### config.mk
export PLATFORM = sky130hd
export DESIGN_NAME = fft8_input_buffer
export DESIGN_NICKNAME = d
export VERILOG_FILES = /design/src/rtl/fft_pkg.sv /design/src/rtl/fft_frame_bank.sv /design/src/rtl/fft8_input_buffer.sv
export SDC_FILE = /design/constraint.sdc
export NUM_CORES = 1
export LEC_CHECK = 0
export BUFFER_PORTS_ARGS = -buffer_cell sky130_fd_sc_hd__buf_2
export CAP_MARGIN = 30
export CORE_MARGIN = 3
export CORE_UTILIZATION = 52
export CTS_BUF_LIST = sky130_fd_sc_hd__clkbuf_16
export DETAILED_ROUTE_END_ITERATION = 8
export GPL_ROUTABILITY_DRIVEN = 0
export PLACE_DENSITY = 0.76
export REMOVE_ABC_BUFFERS = 1
export SLEW_MARGIN = 20
export SYNTH_ARGS = -nofsm -noshare
export SYNTH_HDL_FRONTEND = slang
export SYNTH_SLANG_ARGS = --single-unit
### constraint.sdc
create_clock -name clk -period 1.5 [get_ports clk]
set_input_delay 0.3 -clock clk [delete_from_list [all_inputs] [get_ports clk]]
set_output_delay 0.3 -clock clk [all_outputs]
set_load 0.1 [all_outputs]
### src/rtl/fft_pkg.sv
// Shared definitions for the 8-point FFT datapath: sample width, frame size
// and the bit-reversal map used by both the input buffer and the fft8 stage.
package fft_pkg;

  localparam int DATA_W = 16;
  localparam int N      = 8;
  localparam int LOG2N  = 3;

  // Reverse the three index bits: 0->0, 1->4, 2->2, 3->6, 4->1, 5->5, 6->3, 7->7.
  function automatic logic [LOG2N-1:0] bitrev3(input logic [LOG2N-1:0] k);
    return {k[0], k[1], k[2]};
  endfunction

endpackage

### src/rtl/fft_frame_bank.sv
// One frame bank: N complex entries, single write port, whole bank visible
// in parallel. Contents are not reset; the owner tracks validity separately.
module fft_frame_bank #(
  parameter int DATA_W = fft_pkg::DATA_W,
  parameter int N      = fft_pkg::N,
  parameter int AW     = fft_pkg::LOG2N
) (
  input  logic              clk,
  input  logic              we_i,
  input  logic [AW-1:0]     waddr_i,
  input  logic [DATA_W-1:0] wre_i,
  input  logic [DATA_W-1:0] wim_i,
  output logic [N*DATA_W-1:0] rd_re_o,
  output logic [N*DATA_W-1:0] rd_im_o
);

  logic [N*DATA_W-1:0] re_q;
  logic [N*DATA_W-1:0] im_q;

  // Store one complex sample into the addressed slot
  always_ff @(posedge clk) begin
    if (we_i) begin
      re_q[waddr_i*DATA_W +: DATA_W] <= wre_i;
      im_q[waddr_i*DATA_W +: DATA_W] <= wim_i;
    end
  end

  assign rd_re_o = re_q;
  assign rd_im_o = im_q;

endmodule

### src/rtl/fft8_input_buffer.sv
// Ping-pong serial-to-parallel buffer feeding the fft8 stage. Samples arrive
// in natural order and are written straight into bit-reversed slots, so a
// completed bank is already in the order the butterfly network expects.
module fft8_input_buffer #(
  parameter int DATA_W = fft_pkg::DATA_W,
  parameter int N      = fft_pkg::N
) (
  input  logic                clk,
  input  logic                rst_n,
  input  logic                in_valid,
  output logic                in_ready,
  input  logic [DATA_W-1:0]   in_re,
  input  logic [DATA_W-1:0]   in_im,
  input  logic                in_last,
  output logic                out_valid,
  input  logic                out_ready,
  output logic [N*DATA_W-1:0] out_re,
  output logic [N*DATA_W-1:0] out_im,
  output logic                frame_err
);

  import fft_pkg::*;

  if (N != 8) begin : g_n_check
    $error("fft8_input_buffer: only N=8 is supported");
  end

  logic                rst_meta_q;
  logic                rst_sync_q;
  logic                ready_en_q;
  logic [LOG2N-1:0]    wr_idx_q, wr_idx_d;
  logic                wr_ptr_q, wr_ptr_d;
  logic                rd_ptr_q, rd_ptr_d;
  logic [1:0]          full_q, full_d;
  logic                frame_err_q, frame_err_d;

  logic                accept;
  logic                consume;
  logic                idx_last;
  logic [LOG2N-1:0]    waddr;
  logic [N*DATA_W-1:0] bank0_re, bank0_im, bank1_re, bank1_im;

  // Reset synchroniser: assert immediately, release two clk edges later
  always_ff @(posedge clk or negedge rst_n) begin
    if (!rst_n) begin
      rst_meta_q <= 1'b0;
      rst_sync_q <= 1'b0;
    end else begin
      rst_meta_q <= 1'b1;
      rst_sync_q <= rst_meta_q;
    end
  end

  // Upstream handshake enable; kept off the reset net so the synchronised
  // reset only ever drives flop reset pins
  always_ff @(posedge clk or negedge rst_sync_q) begin
    if (!rst_sync_q) ready_en_q <= 1'b0;
    else             ready_en_q <= 1'b1;
  end

  assign in_ready  = ready_en_q & ~full_q[wr_ptr_q];
  assign out_valid = full_q[rd_ptr_q];
  assign accept    = in_valid & in_ready;
  assign consume   = out_valid & out_ready;
  assign idx_last  = (wr_idx_q == LOG2N'(N-1));
  assign waddr     = bitrev3(wr_idx_q);
  assign frame_err = frame_err_q;

  // Next-state for write index, bank pointers, full flags and framing error.
  // A fill and a drain in the same cycle always target different banks.
  always_comb begin
    wr_idx_d    = wr_idx_q;
    wr_ptr_d    = wr_ptr_q;
    rd_ptr_d    = rd_ptr_q;
    full_d      = full_q;
    frame_err_d = 1'b0;
    if (accept) begin
      if (idx_last) begin
        full_d[wr_ptr_q] = 1'b1;
        wr_idx_d         = '0;
        wr_ptr_d         = ~wr_ptr_q;
        frame_err_d      = ~in_last;
      end else if (in_last) begin
        wr_idx_d    = '0;
        frame_err_d = 1'b1;
      end else begin
        wr_idx_d = wr_idx_q + 1'b1;
      end
    end
    if (consume) begin
      full_d[rd_ptr_q] = 1'b0;
      rd_ptr_d         = ~rd_ptr_q;
    end
  end

  // Control state register
  always_ff @(posedge clk or negedge rst_sync_q) begin
    if (!rst_sync_q) begin
      wr_idx_q    <= '0;
      wr_ptr_q    <= 1'b0;
      rd_ptr_q    <= 1'b0;
      full_q      <= 2'b00;
      frame_err_q <= 1'b0;
    end else begin
      wr_idx_q    <= wr_idx_d;
      wr_ptr_q    <= wr_ptr_d;
      rd_ptr_q    <= rd_ptr_d;
      full_q      <= full_d;
      frame_err_q <= frame_err_d;
    end
  end

  fft_frame_bank #(.DATA_W(DATA_W), .N(N), .AW(LOG2N)) u_bank0 (
    .clk     (clk),
    .we_i    (accept & ~wr_ptr_q),
    .waddr_i (waddr),
    .wre_i   (in_re),
    .wim_i   (in_im),
    .rd_re_o (bank0_re),
    .rd_im_o (bank0_im)
  );

  fft_frame_bank #(.DATA_W(DATA_W), .N(N), .AW(LOG2N)) u_bank1 (
    .clk     (clk),
    .we_i    (accept & wr_ptr_q),
    .waddr_i (waddr),
    .wre_i   (in_re),
    .wim_i   (in_im),
    .rd_re_o (bank1_re),
    .rd_im_o (bank1_im)
  );

  assign out_re = rd_ptr_q ? bank1_re : bank0_re;
  assign out_im = rd_ptr_q ? bank1_im : bank0_im;

endmodule

[Word level (Yosys, flattened, before mapping)]
Index checks and enable logic that the tools add are counted.
Cells by class
  bitwise operators: 12
  muxes and demuxes: 22
  equality and inequality tests: 1
  shifts and indexed selects: 3
  add/subtract/negate cells: 2
  order comparisons: 4
  reductions and logical operators: 3
Operators with widths (number)
  128-bit bitwise mux: 4
  128-bit two-way mux: 2
  16-bit by 34-bit variable part select with 128-bit output: 2
  16-bit by 34-bit variable shift with 128-bit output, first input constant: 1
  7-bit negation with 34-bit output: 1
  1-bit two-way mux: 9
  2-bit two-way mux: 3
  3-bit two-way mux: 2
  1-bit bitwise AND: 5
  1-bit by 2-bit < comparator with 1-bit output, second input constant: 2
  1-bit inverter: 4
  3-bit by 1-bit adder with 3-bit output, second input constant: 1
  3-bit equality test, second input constant: 1
  2-bit bitwise AND: 1
  1-bit demux with 1-bit select: 2
  1-bit greater-or-equal comparator, second input constant: 2
  1-bit logical AND: 2
  2-bit inverter: 1
  2-bit bitwise OR: 1
  2-bit AND reduction: 1
Storage, ports and cells
  input port bits: 37
  output and inout port bits: 259
  register bits: 523
  logic and storage cells: 59

[Depth between registers and ports, before layout]
  depth in word-level cells: 9
  gate-level depth with buffers: 9
  mapped depth without buffers: 6

[Hierarchy]
A second synthesis with hierarchy kept.
Second synthesis, totals
  cell total of the unflattened synthesis: 1608
  area, all modules: 23638.9 um^2
By module, submodules not included
  fft_frame_bank (u_bank1): cells each 631, area each 10173.5 um^2, instances 1
  fft_frame_bank (u_bank0): cells each 652, area each 9885.7 um^2, instances 1
  fft8_input_buffer: cells each 325, area each 3579.7 um^2, instances 1

[Worst setup path before layout]
OpenSTA, ideal clock, no wires.
  kind: reg-to-reg
  start point: register wr_idx_q[2] (netlist name)
  end point: register u_bank1.im_q[80] (netlist: u_bank1.rd_im_o[80]), enable pin
  setup time: 503 ps
  required time: 997 ps
  buffers on the path: 2
  path slack: -3468 ps
  cell stages (with the launch flop): 7
  clock period less this slack: 4968 ps
  data arrival time: 4465 ps
  cells stage by stage: dfrtp_1 -> buf_4 -> inv_1 -> ha_1 -> ha_1 -> buf_2 -> nor4_1
RTL lines
  to (signal, indexed assignment): RTL line fft_frame_bank.sv:24  | im_q[waddr_i*DATA_W +: DATA_W] <= wim_i;
  to (decl): RTL line fft_frame_bank.sv:18  | logic [N*DATA_W-1:0] im_q;

==> metrics <==
outcome=finished with violations; failing checks=setup timing; CTS buffer count=51; first-pass GRT wire length=84270 µm; slowest stage delay, CP=410 ps; Final period util=1.605; worst vdd ir=0.001715 V; commonest non-fill, non-tap cell in the layout=edfxtp_1; row count=72; crit path time final=2408 ps; port bufs=295; WP buf/inv=4; CP startpoint kind=flop; Mapped Cells=1206; Placement Cell Area=27400 µm²; core box area=39010 µm²; Initial Util=0.5322; Top Ports=296; power per cell area=2156 nW/µm²; critical path class=reg -> reg; clock buffer depth=3; clk_lat worst skew=590 ps; Final Skew=15.78 ps; CP Max Fanout=8; DR WL/cell=28.17 µm; post-synth cell types=30; CP endpoint kind=flop; Reg clk slew, reported paths=70 ps; crit path DAT=2700 ps; r2r setup slk=-910 ps; final hold vios=0; CTS Sinks=523; R2R Path Start=wr_idx_q[2]$_DFFE_PN0N_; RSZ-0062 raised after global routing=true; RR Endpoint=u_bank1.rd_im_o[73]$_DFFE_PP_; Yosys top cell by area=edfxtp_1; share of the synthesized area in the top cell type=0.7406; share of cells above drive strength 1=0.4830; vias per std cell=5.791; number of global-route vias before repair=13410; Worst Path Required=1800 ps; most area-consuming cells after synthesis=edfxtp_1 (74%), mux2_2 (14%), and2_1 (3.9%); HP Class=in -> async; setup violators final=1290; fmax=0.4154 GHz; fillcell total=1876; area delta synth->final=48.66%; largest net degree at the start of global routing=38; routed wire length=62710 µm; CTS tree=built; Pins Over Slew Limit=0; Routed Antenna Nets=0; design area=30860 µm²; r2r worst-path depth=8; Vias=12890; commonest cells after routing, fill and taps aside=edfxtp_1 (512), buf_12 (288), mux2_2 (162); fin util=0.7912; worst path cell trace=inv_2 > ha_4 > ha_4 > inv_2 > or3_4 > nor4_4 > buf_6 > clkbuf_16; master of the slowest instance on the critical path=or3_4; leakage=11.50 nW; DRC Markers=0; setup ws final=-907.6 ps; diode count=0; grt ovf=0; Detail Placement HPWL=36720 µm; max-cap violation count=0; Syn Area/Cell=17.21 µm²; die area=42360 µm²; CTS Root Cell=clkbuf_16; Slew @ Worst Pin=528.3 ps; Cell Area, Synth=20760 µm²; WHS=39.48 ps; Worst slew margin=0.6449; Final #Nets=1712; antenna violations before repair=0; CP delay by family, top=simple AND/OR/NAND/NOR gates; drt first pass iters=7; die height=205.8 µm; drt initial violations=1338; Seq cells post-synth=523; Syn. warnings=0; H-tree levels=2; global-route usage over all layers=0.2732; die width=205.8 µm; sequential-to-total area share from yosys stat=0.7539
## report_power, final
| group | leakage, nW | internal (mW) | switching [mW] |
|---|---|---|---|
| sequential | 4.87 | 16.8 | 0.169 |
| combinational | 5.78 | 13.9 | 23.0 |
| clock | 0.846 | 7.23 | 5.44 |
## flip-flops by register name, summed over array words and instances, names as in the netlist
| name | flops |
|---|---|
| ready_en_q | 1 |
| rst_meta_q | 1 |
| u_bank0.rd_im_o | 128 |
| wr_ptr_q | 1 |
| frame_err | 1 |
| u_bank1.rd_re_o | 128 |
| rst_sync_q | 1 |
| u_bank0.rd_re_o | 128 |
| rd_ptr_q | 1 |
| u_bank1.rd_im_o | 128 |
| full_q | 2 |
| wr_idx_q | 3 |
## routing by layer
| metal | vias up | GRT usage | routed length (µm) |
|---|---|---|---|
| met3 | 152 | 0.04414 | 5231 |
| met1 | 6573 | 0.3342 | 21670 |
| met5 | - | 0 | 0 |
| met2 | 770 | 0.4862 | 33180 |
| met4 | 0 | 0.1096 | 2624 |
| li1 | 5396 | - | - |
## cell type report
type / instances / area [µm²] / share of cell area
multi-input combinational: 613 / 5336 / 0.1729
inverter: 9 / 36.28 / 0.001176
clock buffer: 53 / 1326 / 0.04297
tap: 518 / 648.1 / 0.02100
sequential: 523 / 15660 / 0.5073
timing repair buffer: 468 / 7546 / 0.2445
clock inverter: 42 / 314.1 / 0.01018
## how the worst max path moves through the flow
stage	start	endpoint	slack (ps)	cells after the start
6_report	wr_idx_q[2]$_DFFE_PN0N_	u_bank1.rd_im_o[73]$_DFFE_PP_	-910	8
5_1_grt	wr_idx_q[2]$_DFFE_PN0N_	u_bank1.rd_re_o[67]$_DFFE_PP_	-960	8
4_1_cts	rd_ptr_q$_DFFE_PN0P_	out_re[95]	-880	5
3_5_place_dp	wr_idx_q[2]$_DFFE_PN0N_	u_bank0.rd_im_o[73]$_DFFE_PP_	-790	7
3_3_place_gp	wr_idx_q[2]$_DFFE_PN0N_	u_bank1.rd_im_o[73]$_DFFE_PP_	-750	7
2_1_floorplan	rd_ptr_q$_DFFE_PN0P_	out_im[0]	-5590	1
## synthesized netlist by cell type, drive strengths merged
master,n
conb,1
and3,2
nor2,135
edfxtp,512
clkbuf,26
nand3,5
or3,2
a31oi,1
nor3,1
nor4,11
nand2b,1
buf,36
xor2,1
nand4b,1
a21oi,1
dfrtp,11
nand2,39
inv,9
nor4bb,1
and4,3
and2,131
nor2b,3
ha,9
mux2i,3
o21ai,3
mux2,258
## per-stage QoR
step | total power, mW | cells | TNS, ps | worst slack (ps)
4_1_cts | 64.72 | 2195 | -700180 | -881.4
6_report | 66.55 | 2226 | -872470 | -907.6
3_5_place_dp | 49.96 | 2061 | -566550 | -788.8
5_1_grt | 67.89 | 2226 | -911120 | -958.0
3_3_place_gp | 49.64 | 2061 | -528970 | -747.7
2_1_floorplan | 25.57 | 1145 | -3851310 | -5585
## logic make-up (layout without fill, tap and decap cells)
family	after synthesis	in the layout	synth area share
flops	523	523	0.7539
simple gates	335	335	0.08100
mux	261	261	0.1414
buf+inv	71	572	0.01645
fa+ha+maj	9	9	0.005424
compound gates	5	5	0.001265
other cells	1	2	0.0001806
xor+xnor	1	1	0.0004220
## repair_timing
item / 4_1_cts / 5_1_grt
endpoints found under the hold margin: 3 / 0
endpoints found under the setup margin: 1285 / 1290
gates resized for setup: 150 / 115
buffers inserted: 26 / 22
gates cloned: 11 / 12
hold buffers: 2 / 0
pin swaps: 4 / 6
No activity file was read; power rests on OpenSTA's default activity.
